## src/rtl/card_dealer_if.sv

```systemverilog
// Register-file load bus between the card dealer and its consumers.
// The dealer drives the write port and status strobes; the game logic drives start.
interface card_dealer_if;
  logic        start;
  logic [18:0] write_data_1;
  logic        read_all_cards;
  logic        busy;
  logic        done;

  modport master (
    input  start,
    output write_data_1,
    output read_all_cards,
    output busy,
    output done
  );

  modport slave (
    output start,
    input  write_data_1,
    input  read_all_cards,
    input  busy,
    input  done
  );
endinterface

```

## src/rtl/card_dealer.sv

```systemverilog
// Deals a shuffled deck of symbol pairs into the card register file, one card per cycle,
// then strobes read_all_cards/done. Shuffle randomness comes from a free-running LFSR.
module card_dealer #(
  parameter int          NUM_CARDS = 12,
  parameter logic [15:0] SEED      = 16'hACE1
) (
  input  logic         clk,
  input  logic         rst,
  card_dealer_if.master bus
);

  typedef enum logic [2:0] {
    IDLE    = 3'd0,
    INIT    = 3'd1,
    SHUFFLE = 3'd2,
    WRITE   = 3'd3,
    FINISH  = 3'd4
  } state_e;

  localparam logic [3:0] LAST_IDX = 4'(NUM_CARDS - 1);

  state_e      state_q, state_d;
  logic [15:0] lfsr_q, lfsr_d;
  logic [2:0]  deck_q [NUM_CARDS];
  logic [2:0]  deck_d [NUM_CARDS];
  logic [3:0]  i_q, i_d;
  logic [3:0]  k_q, k_d;
  logic [3:0]  j;

  logic [18:0] write_data_q, write_data_d;
  logic        read_all_q, read_all_d;
  logic        busy_q, busy_d;
  logic        done_q, done_d;

  // Fibonacci LFSR, taps 16,14,13,11, shifting toward bit 0.
  assign lfsr_d = {lfsr_q[0] ^ lfsr_q[2] ^ lfsr_q[3] ^ lfsr_q[5], lfsr_q[15:1]};
  assign j      = lfsr_q[3:0];

  always_comb begin
    // NOTE: every signal gets a default first, so no path through the case can infer a latch.
    state_d = state_q;
    i_d     = i_q;
    k_d     = k_q;
    deck_d  = deck_q;

    unique case (state_q)
      IDLE: begin
        if (bus.start) state_d = INIT;
      end
      INIT: begin
        for (int n = 0; n < NUM_CARDS; n++) deck_d[n] = 3'(n >> 1);
        i_d     = LAST_IDX;
        state_d = SHUFFLE;
      end
      SHUFFLE: begin
        // Rejection sampling: an out-of-range j just waits for the next LFSR value.
        if (i_q == 4'd0) begin
          k_d     = 4'd0;
          state_d = WRITE;
        end else if (j <= i_q) begin
          deck_d[i_q] = deck_q[j];
          deck_d[j]   = deck_q[i_q];
          i_d         = i_q - 4'd1;
        end
      end
      WRITE: begin
        if (k_q == LAST_IDX) state_d = FINISH;
        else                 k_d     = k_q + 4'd1;
      end
      FINISH: begin
        state_d = IDLE;
      end
      default: begin
        state_d = IDLE;
      end
    endcase

    // Outputs are registered, so they are computed for the state being entered.
    write_data_d = '0;
    read_all_d   = 1'b0;
    done_d       = 1'b0;
    busy_d       = (state_d == INIT) || (state_d == SHUFFLE) || (state_d == WRITE);
    if (state_d == WRITE) begin
      write_data_d = {9'b0, deck_d[k_d], 2'b00, k_d + 4'd1, 1'b1};
    end
    if (state_d == FINISH) begin
      read_all_d = 1'b1;
      done_d     = 1'b1;
    end
  end

  always_ff @(posedge clk) begin
    // NOTE: sequential state uses non-blocking assignments so every flop samples pre-edge values.
    if (rst) begin
      state_q      <= IDLE;
      lfsr_q       <= SEED;
      i_q          <= '0;
      k_q          <= '0;
      write_data_q <= '0;
      read_all_q   <= 1'b0;
      busy_q       <= 1'b0;
      done_q       <= 1'b0;
      // NOTE: the deck is a small flop array rather than a RAM, so it can be cleared here.
      for (int n = 0; n < NUM_CARDS; n++) deck_q[n] <= '0;
    end else begin
      state_q      <= state_d;
      lfsr_q       <= lfsr_d;
      i_q          <= i_d;
      k_q          <= k_d;
      write_data_q <= write_data_d;
      read_all_q   <= read_all_d;
      busy_q       <= busy_d;
      done_q       <= done_d;
      deck_q       <= deck_d;
    end
  end

  assign bus.write_data_1   = write_data_q;
  assign bus.read_all_cards = read_all_q;
  assign bus.busy           = busy_q;
  assign bus.done           = done_q;

endmodule

```

## src/flat_wrapper.sv

```systemverilog
// flat-port wrapper written by rule: the top's interface ports become plain ports
module card_dealer_flat 
#(
  parameter int          NUM_CARDS = 12,
  parameter logic [15:0] SEED      = 16'hACE1
)
  (clk, rst, bus_start, bus_write_data_1, bus_read_all_cards, bus_busy, bus_done);
  card_dealer_if bus_i ();
  input  logic clk;
  input  logic rst;
  input wire logic [$bits(bus_i.start)-1:0] bus_start;
  output wire logic [$bits(bus_i.write_data_1)-1:0] bus_write_data_1;
  output wire logic [$bits(bus_i.read_all_cards)-1:0] bus_read_all_cards;
  output wire logic [$bits(bus_i.busy)-1:0] bus_busy;
  output wire logic [$bits(bus_i.done)-1:0] bus_done;
  assign bus_i.start = bus_start;
  assign bus_write_data_1 = bus_i.write_data_1;
  assign bus_read_all_cards = bus_i.read_all_cards;
  assign bus_busy = bus_i.busy;
  assign bus_done = bus_i.done;
  card_dealer #(.NUM_CARDS(NUM_CARDS), .SEED(SEED)) u_core (.clk(clk), .rst(rst), .bus(bus_i));
endmodule
```

## config.mk

```make
export PLATFORM = sky130hd
export DESIGN_NAME = card_dealer_flat
export DESIGN_NICKNAME = d
export VERILOG_FILES = /design/src/rtl/card_dealer_if.sv /design/src/rtl/card_dealer.sv /design/src/flat_wrapper.sv
export SDC_FILE = /design/constraint.sdc
export NUM_CORES = 1
export LEC_CHECK = 0
export ABC_AREA = 1
export BUFFER_PORTS_ARGS = -buffer_cell sky130_fd_sc_hd__buf_4
export CAP_MARGIN = 0
export CORE_MARGIN = 5
export CORE_UTILIZATION = 56
export CTS_CLUSTER_SIZE = 28
export DETAILED_ROUTE_END_ITERATION = 8
export GPL_ROUTABILITY_DRIVEN = 0
export GPL_TIMING_DRIVEN = 0
export PLACE_DENSITY = 0.77
export REMOVE_ABC_BUFFERS = 1
export SETUP_SLACK_MARGIN = 0.1
export SLEW_MARGIN = 20
export SYNTH_ARGS = -nofsm -noshare
export SYNTH_HDL_FRONTEND = slang
export SYNTH_SLANG_ARGS = --single-unit
```

## constraint.sdc

```tcl
create_clock -name clk -period 2.6 [get_ports clk]
set_input_delay 0.39 -clock clk [delete_from_list [all_inputs] [get_ports clk]]
set_output_delay 0.39 -clock clk [all_outputs]
set_load 0.005 [all_outputs]
```

==> run summary, run 1 <==
ports placed on the boundary - 25
Pre-Repair DR Iteration Count - 9
design internal power - 2.85 mW
synthesis-to-layout area growth - 20.4%
cell chain of the critical path - inv_1 -> ha_1 -> nand4_1 -> nand2_4 -> buf_6 -> nand3_4 -> a21oi_1 -> nand2_1 -> nand2_1 -> nand2_1 -> nand2_1 -> nand2_1 -> nand2_1 -> nand2_1 -> nand3_1 -> a21oi_2
combinational share of power - 55.5%
register share of total power - 25.4%
post-synthesis cell type count - 35
adder and majority cell fraction of the synthesized area - 2.65%
setup repair after global routing missed its margin - yes
DR vias - 6497
final routed wire length divided by cell count - 19.0 um
buffers plus inverters on the worst setup path - 2
Horiz. Die Dim - 106 um
worst setup timing slack at the placement stage - -1.58 ns
Die Height - 106 um
initial drt markers - 1205
worst hold slack after final layout - 0.371 ns
type of the worst setup path - reg2reg
net switching power of the design - 2.66 mW
power per unit of standard cell area - 882 mW/mm^2
XOR/XNOR Fraction of Synth Area - 0.507%
number of antenna cells inserted - 0
number of clock buffers inserted by TritonCTS - 9
Tot Pwr - 5.51 mW
net switching share of the total power - 48.2%
max-slew violation count - 0
total detailed-routing wirelength - 19700 um
hpwl dp - 11600 um
longest individual stage delay on the worst path - 0.38 ns
area occupied by registers - 0.00148 mm^2
final routed DRC violation total - 16
worst-case setup margin in the final layout - 0.104 ns
final global-route overflow total - 0
post-DR vias/cell - 6.25
Critical Path Start Type - flop
Static Leak - 2.90 nW
setup skew after layout - 0.0185 ns
worst slew slack as a fraction of its limit - 55.1%
fraction of layout cells with a size suffix above 1 - 17.4%
synthesized flop and latch total - 73
insertion delay of the later-clocked pin in the worst-skew pair - 0.38 ns
maximum level of the CTS H-tree - 3
maximum fanout count along the critical path - 7
antenna violations before repair - 0
vias in the first global route - 5774
ratio of final minimum period to clock period - 96.0%
# nets final - 938
worst-margin pin slew - 0.674 ns
largest net degree at the start of global routing - 63
share of synthesized cell area in and, or, nand and nor gates - 40.4%
compound-gate portion of the synthesized area - 14.2%
Final Hold Violating Endpoints - 0
Period minus WS final - 2.50 ns
worst vdd rail ir drop - 574 uV
data required time of the worst path - 2.85 ns
total track usage - 33.0%
total clock sinks - 73
share of the yosys chip area belonging to registers - 28.2%
combinational family with the most area after synthesis - simple AND/OR/NAND/NOR gates
total standard cell area after synthesis - 0.00519 mm^2
capturing element type of the critical path - flop
first-pass GRT wire length - 28900 um
Clock transition at path regs - 0.09 ns
synthesized netlist cell count - 881
row count - 35
buffers added on ports - 13
area of the multi-input gates - 0.00331 mm^2
mux cell area share after synthesis - 0%
antenna-violating nets left - 0
Clk pwr share - 19.1%
HP Class - in2reg
FILL cells - 781
commonest cells after routing, fill and taps aside - 271 x sky130_fd_sc_hd__nand2_1, 109 x sky130_fd_sc_hd__inv_1, 79 x sky130_fd_sc_hd__nand3_1
cell seen most often among critical-path stages - sky130_fd_sc_hd__nand2_1
total core area - 0.00915 mm^2
status - complete, but fails checks
kind of cell with the highest combined delay on the critical path - simple AND/OR/NAND/NOR gates
Synth warnings - 0
timing-limited maximum frequency - 401 MHz
maximum capacitance violations - 0
most common library cell in the layout ignoring fill and taps - sky130_fd_sc_hd__nand2_1
Initial Util - 56.7%
maximum number of buffers from clock root to sink - 2
violated checks - design-rule violations
arrival time at the worst endpoint - 2.75 ns
Critical Path Slowest Stage Cell - sky130_fd_sc_hd__dfxtp_4
CTS tree - yes
mean post-synth cell area - 5.89 um^2
count of endpoints failing setup in the final report - 0
die outline area - 0.0113 mm^2
clk root buf - sky130_fd_sc_hd__clkbuf_8
[per-layer routing]
layer  share of wire [%]  track usage, %  vias to the layer above
met3                  15            8.86                      231
met4                 9.2            20.4                        2
met5                0.11               0                        -
li1                    -               -                     2872
met2                  41            50.6                      552
met1                  35            41.0                     2840
[cell usage after synthesis]
cell,number,share of area (%)
sky130_fd_sc_hd__clkbuf_1,8,0.58
sky130_fd_sc_hd__nor2_1,80,5.8
sky130_fd_sc_hd__nand4_1,15,1.8
sky130_fd_sc_hd__conb_1,1,0.072
sky130_fd_sc_hd__a21oi_1,77,7.4
sky130_fd_sc_hd__o21ai_4,1,0.31
sky130_fd_sc_hd__dfxtp_1,73,28
sky130_fd_sc_hd__o21bai_1,1,0.14
sky130_fd_sc_hd__nand2_2,5,0.60
sky130_fd_sc_hd__o211ai_1,1,0.14
sky130_fd_sc_hd__nor2_4,1,0.22
sky130_fd_sc_hd__xnor2_1,1,0.17
sky130_fd_sc_hd__o221ai_1,1,0.17
sky130_fd_sc_hd__buf_6,2,0.43
sky130_fd_sc_hd__o21ai_1,7,0.68
sky130_fd_sc_hd__buf_4,20,2.9
sky130_fd_sc_hd__o21ai_0,49,4.7
sky130_fd_sc_hd__inv_4,2,0.24
sky130_fd_sc_hd__nor2_8,1,0.39
sky130_fd_sc_hd__inv_2,5,0.36
sky130_fd_sc_hd__buf_2,10,0.96
sky130_fd_sc_hd__nand3_4,1,0.34
sky130_fd_sc_hd__nand3_1,83,8.0
sky130_fd_sc_hd__nand3b_1,1,0.14
sky130_fd_sc_hd__o21a_1,1,0.14
sky130_fd_sc_hd__nor2_2,5,0.60
sky130_fd_sc_hd__xor2_1,2,0.34
sky130_fd_sc_hd__nor3_1,3,0.29
sky130_fd_sc_hd__a221oi_1,2,0.34
sky130_fd_sc_hd__or2_2,7,0.84
sky130_fd_sc_hd__inv_1,118,8.5
sky130_fd_sc_hd__nand2_1,279,20
sky130_fd_sc_hd__a31oi_1,1,0.12
sky130_fd_sc_hd__ha_1,11,2.7
sky130_fd_sc_hd__nand3_2,6,1.2
[sequential cells by signal (all words and copies together) (netlist names)]
register and count:
u_core.k_q 4, u_core.bus.write_data_1 8, u_core.lfsr_q 16, u_core.bus.busy 1
u_core.state_q 3, u_core.i_q 4, u_core.deck_q 36, u_core.bus.read_all_cards 1
[worst min-delay path, stage by stage]
cell                      delay [ns]
sky130_fd_sc_hd__buf_4          0.11
sky130_fd_sc_hd__nand4_1        0.09
sky130_fd_sc_hd__a31oi_1        0.09
[power groups by stage]
stage | Combinational, mW | Clock [mW] | Sequential, mW
final | 3.05 | 1.05 | 1.40
after global routing | 3.24 | 1.12 | 1.41
after CTS | 2.49 | 1.05 | 1.38
after detailed placement | 2.07 | 0 | 1.45
after global placement | 2.02 | 0 | 1.45
after floorplan | 1.51 | 0 | 1.39
[per-stage QoR]
step / instances / setup TNS (ns) / cell area [um^2] / utilization [%]
3_3_place_gp: 975 / -48.30 / 5210 / 56.9
6_report: 1040 / 0 / 6240 / 68.2
4_1_cts: 1016 / 0 / 5830 / 63.7
2_1_floorplan: 851 / -1.45 / 4970 / -
3_5_place_dp: 975 / -38.70 / 5210 / 57.0
5_1_grt: 1040 / 0 / 6240 / 68.2
[path summary, 6_finish.rpt]
check	depth (start not counted)	end	slack, ns	startpoint
setup / recovery	16	u_core.bus.write_data_1[7]	0.10	u_core.i_q[2]
hold / removal	3	u_core.bus.busy	0.37	bus_start
setup reg to reg	16	u_core.bus.write_data_1[7]	0.10	u_core.i_q[2]
hold reg to reg	2	u_core.lfsr_q[9]	0.39	u_core.lfsr_q[10]
[cell type report]
type,instances,area share [%]
Inverter,125,8.66
Sequential cell,73,23.8
Timing Repair Buffer,56,8.28
Clock buffer,9,1.98
Timing Repair inverter,3,0.421
Tap cell,111,2.22
Clock inverter,7,1.64
Multi-Input combinational cell,656,53.0
[cells by family after synthesis]
family                     count (synthesis)
AOI/OAI and AO/OA                        141
other                                      1
buffers and inverters                    165
and+or+nand+nor                          487
adders and majority gates                 11
DFF                                       73
xor gates and xnor gates                   3
[timing repair]
item,CTS,global route
hold buffers,0,0
gates cloned,3,3
pin swaps,6,9
setup buffers,22,21
gates resized for setup,45,57
endpoints found under the setup margin,54,4
endpoints found under the hold margin,0,0
Power figures use the tool's default switching activity.
==> inputs of run 2 (changes only) <==
--- a/config.mk
+++ b/config.mk
@@ -8,13 +8,15 @@
 export ABC_AREA = 1
 export BUFFER_PORTS_ARGS = -buffer_cell sky130_fd_sc_hd__buf_4
 export CAP_MARGIN = 0
+export CELL_PAD_IN_SITES_DETAIL_PLACEMENT = 1
+export CELL_PAD_IN_SITES_GLOBAL_PLACEMENT = 2
 export CORE_MARGIN = 5
-export CORE_UTILIZATION = 56
+export CORE_UTILIZATION = 30
 export CTS_CLUSTER_SIZE = 28
 export DETAILED_ROUTE_END_ITERATION = 8
 export GPL_ROUTABILITY_DRIVEN = 0
 export GPL_TIMING_DRIVEN = 0
-export PLACE_DENSITY = 0.77
+export PLACE_DENSITY_LB_ADDON = 0.1
 export REMOVE_ABC_BUFFERS = 1
 export SETUP_SLACK_MARGIN = 0.1
 export SLEW_MARGIN = 20
==> run summary, run 2 (same netlist as run 1, synthesis figures left out) <==
status - finished, final reports clean (was complete, but fails checks)
buffers added on ports - 13 (unchanged)
flip-flop count of the largest register after layout - 36 (unchanged)
Critical Path Start Type - flop (unchanged)
# nets final - 945 (was 938)
maximum fanout count along the critical path - 7 (unchanged)
Worst setup startpoint - u_core.i_q[1] (was u_core.i_q[2])
ratio of final minimum period to clock period - 93.6% (was 96.0%)
DR vias - 6015 (was 6497)
commonest cells after routing, fill and taps aside - 261 x sky130_fd_sc_hd__nand2_1, 110 x sky130_fd_sc_hd__inv_1, 72 x sky130_fd_sc_hd__nand3_1 (was 271 x sky130_fd_sc_hd__nand2_1, 109 x sky130_fd_sc_hd__inv_1, 79 x sky130_fd_sc_hd__nand3_1)
Tot Pwr - 6.05 mW (was 5.51 mW)
vias in the first global route - 6078 (was 5774)
FILL cells - 2255 (was 781)
type of the worst setup path - reg2reg (unchanged)
cell chain of the critical path - clkinvlp_4 -> buf_6 -> ha_2 -> inv_4 -> nor2_8 -> inv_8 -> buf_8 -> nand3_4 -> buf_4 -> clkinvlp_4 -> o21ai_2 -> nand3_1 -> nand3_1 -> nand2_1 -> nand2_2 -> a21oi_2 (was inv_1 -> ha_1 -> nand4_1 -> nand2_4 -> buf_6 -> nand3_4 -> a21oi_1 -> nand2_1 -> nand2_1 -> nand2_1 -> nand2_1 -> nand2_1 -> nand2_1 -> nand2_1 -> nand3_1 -> a21oi_2)
total core area - 0.0171 mm^2 (was 0.00915 mm^2)
data required time of the worst path - 2.83 ns (was 2.85 ns)
Period minus WS final - 2.43 ns (was 2.50 ns)
final routed wire length divided by cell count - 20.8 um (was 19.0 um)
insertion delay of the later-clocked pin in the worst-skew pair - 0.35 ns (was 0.38 ns)
total track usage - 24.3% (was 33.0%)
number of clock buffers inserted by TritonCTS - 9 (unchanged)
initial drt markers - 338 (was 1205)
count of endpoints failing setup in the final report - 0 (unchanged)
number of buffers inserted for hold repair after clock tree synthesis - 0 (unchanged)
hpwl dp - 16100 um (was 11600 um)
CTS tree - yes (unchanged)
post-DR vias/cell - 5.18 (was 6.25)
critical register-to-register path endpoint - u_core.bus.write_data_1[9] (was u_core.bus.write_data_1[7])
Initial Util - 30.3% (was 56.7%)
endpoint of the most critical setup path - u_core.bus.write_data_1[9] (was u_core.bus.write_data_1[7])
synthesis-to-layout area growth - 29.2% (was 20.4%)
final routed DRC violation total - 0 (was 16)
largest net degree at the start of global routing - 63 (unchanged)
final global-route overflow total - 0 (unchanged)
ports placed on the boundary - 25 (unchanged)
buffers plus inverters on the worst setup path - 7 (was 2)
register with the highest flop count - u_core.deck_q (unchanged)
worst vdd rail ir drop - 461 uV (was 574 uV)
fraction of layout cells with a size suffix above 1 - 20.7% (was 17.4%)
clk root buf - sky130_fd_sc_hd__clkbuf_16 (was sky130_fd_sc_hd__clkbuf_8)
longest individual stage delay on the worst path - 0.37 ns (was 0.38 ns)
arrival time at the worst endpoint - 2.66 ns (was 2.75 ns)
Stages on worst setup path - 16 (unchanged)
number of antenna cells inserted - 0 (unchanged)
setup TNS after final layout - 0 ns (unchanged)
setup repair after global routing missed its margin - yes (unchanged)
Horiz. Die Dim - 141 um (was 106 um)
worst slew slack as a fraction of its limit - 51.8% (was 55.1%)
antenna-violating nets left - 0 (unchanged)
first-pass GRT wire length - 36400 um (was 28900 um)
antenna violations before repair - 0 (unchanged)
Static Leak - 3.03 nW (was 2.90 nW)
HP Class - reg2reg (was in2reg)
register-to-register setup slack - 0.17 ns (was 0.10 ns)
launching point of the worst reg2reg path - u_core.i_q[1] (was u_core.i_q[2])
max-slew violation count - 0 (unchanged)
total detailed-routing wirelength - 24100 um (was 19700 um)
capturing element type of the critical path - flop (unchanged)
maximum capacitance violations - 0 (unchanged)
timing-limited maximum frequency - 411 MHz (was 401 MHz)
maximum level of the CTS H-tree - 3 (unchanged)
total clock sinks - 73 (unchanged)
row count - 48 (was 35)
worst-margin pin slew - 0.723 ns (was 0.674 ns)
power per unit of standard cell area - 903 mW/mm^2 (was 882 mW/mm^2)
Critical Path Slowest Stage Cell - sky130_fd_sc_hd__dfxtp_4 (unchanged)
maximum number of buffers from clock root to sink - 2 (unchanged)
Final Core Density - 39.1% (was 68.2%)
r2r worst-path depth - 16 (unchanged)
Final Hold Violating Endpoints - 0 (unchanged)
Die Height - 141 um (was 106 um)
setup skew after layout - 0.00782 ns (was 0.0185 ns)
Pre-Repair DR Iteration Count - 4 (was 9)
die outline area - 0.0200 mm^2 (was 0.0113 mm^2)
kind of cell with the highest combined delay on the critical path - buffers and inverters (was simple AND/OR/NAND/NOR gates)
Clock transition at path regs - 0.07 ns (was 0.09 ns)
most common library cell in the layout ignoring fill and taps - sky130_fd_sc_hd__nand2_1 (unchanged)
run 2: cell count changes in the layout (fill, tap and decap cells not counted), moves of 5 or more:
cell / before / now
sky130_fd_sc_hd__clkbuf_16: 0 / 9
sky130_fd_sc_hd__nand3_2: 4 / 10
sky130_fd_sc_hd__buf_4: 43 / 48
sky130_fd_sc_hd__nand2_1: 271 / 261
sky130_fd_sc_hd__a21oi_2: 6 / 12
sky130_fd_sc_hd__a21oi_1: 71 / 65
sky130_fd_sc_hd__nand3_1: 79 / 72
sky130_fd_sc_hd__buf_12: 5 / 11
sky130_fd_sc_hd__clkbuf_8: 9 / 0
sky130_fd_sc_hd__nand2_2: 9 / 19
run 2: layout make-up:
cell class	count	area [um^2]	area share, %
clock inverter	7	101	1.51
inverter	125	541	8.07
timing repair buffer	67	678	10.1
clock buffer	9	225	3.36
multi-input combinational	655	3390	50.6
sequential	73	1480	22.1
tap	225	282	4.20
run 2: where the power goes:
part | switching, mW | internal, mW
registers | 0.136 | 1.27
logic | 2.09 | 1.12
clock network | 0.583 | 0.850
total | 2.81 | 3.24
run 2: metrics by stage:
step / area (um^2) / worst slack (ns) / hold WS, ns / cells
after floorplan: 4970 / -0.326 / 0.388 / 851
after global placement: 5350 / -2.24 / 0.389 / 1089
after detailed placement: 5360 / -2.05 / 0.397 / 1089
after CTS: 6290 / 0.103 / 0.386 / 1140
after global routing: 6700 / 0.0845 / 0.416 / 1161
final: 6700 / 0.167 / 0.399 / 1161
run 2: timing repair:
item                       4_1_cts  5_1_grt
gates resized for setup         66       66
pin swaps                       14       17
setup endpoints to repair       54        5
setup buffers                   33       21
gates cloned                     2        0
run 2: routing by layer:
layer	share of wire, %	global-route usage, %	up-vias
li1	-	-	2884
met1	46	32.2	2974
met2	48	40.6	120
met3	3.1	2.76	37
met4	3.0	9.49	0
met5	0	0	-
run 2: how the worst min path moves through the flow:
stage	end	cells past startpoint	slack, ns	start
2_1_floorplan	u_core.lfsr_q[12]	2	0.39	u_core.lfsr_q[13]
3_3_place_gp	u_core.lfsr_q[3]	2	0.39	u_core.lfsr_q[4]
3_5_place_dp	u_core.lfsr_q[5]	1	0.40	u_core.lfsr_q[6]
4_1_cts	u_core.bus.busy	3	0.39	bus_start
5_1_grt	u_core.bus.busy	3	0.42	bus_start
6_report	u_core.lfsr_q[3]	2	0.40	u_core.lfsr_q[4]
run 2: worst register-to-register path, cell delays in order, from the launching register on:
cell                         delay [ns]
sky130_fd_sc_hd__dfxtp_4           0.37
sky130_fd_sc_hd__clkinvlp_4        0.10
sky130_fd_sc_hd__buf_6             0.13
sky130_fd_sc_hd__ha_2              0.20
sky130_fd_sc_hd__inv_4             0.05
sky130_fd_sc_hd__nor2_8            0.16
sky130_fd_sc_hd__inv_8             0.04
sky130_fd_sc_hd__buf_8             0.14
sky130_fd_sc_hd__nand3_4           0.15
sky130_fd_sc_hd__buf_4             0.15
sky130_fd_sc_hd__clkinvlp_4        0.19
sky130_fd_sc_hd__o21ai_2           0.22
sky130_fd_sc_hd__nand3_1           0.09
sky130_fd_sc_hd__nand3_1           0.08
sky130_fd_sc_hd__nand2_1           0.09
sky130_fd_sc_hd__nand2_2           0.10
sky130_fd_sc_hd__a21oi_2           0.06
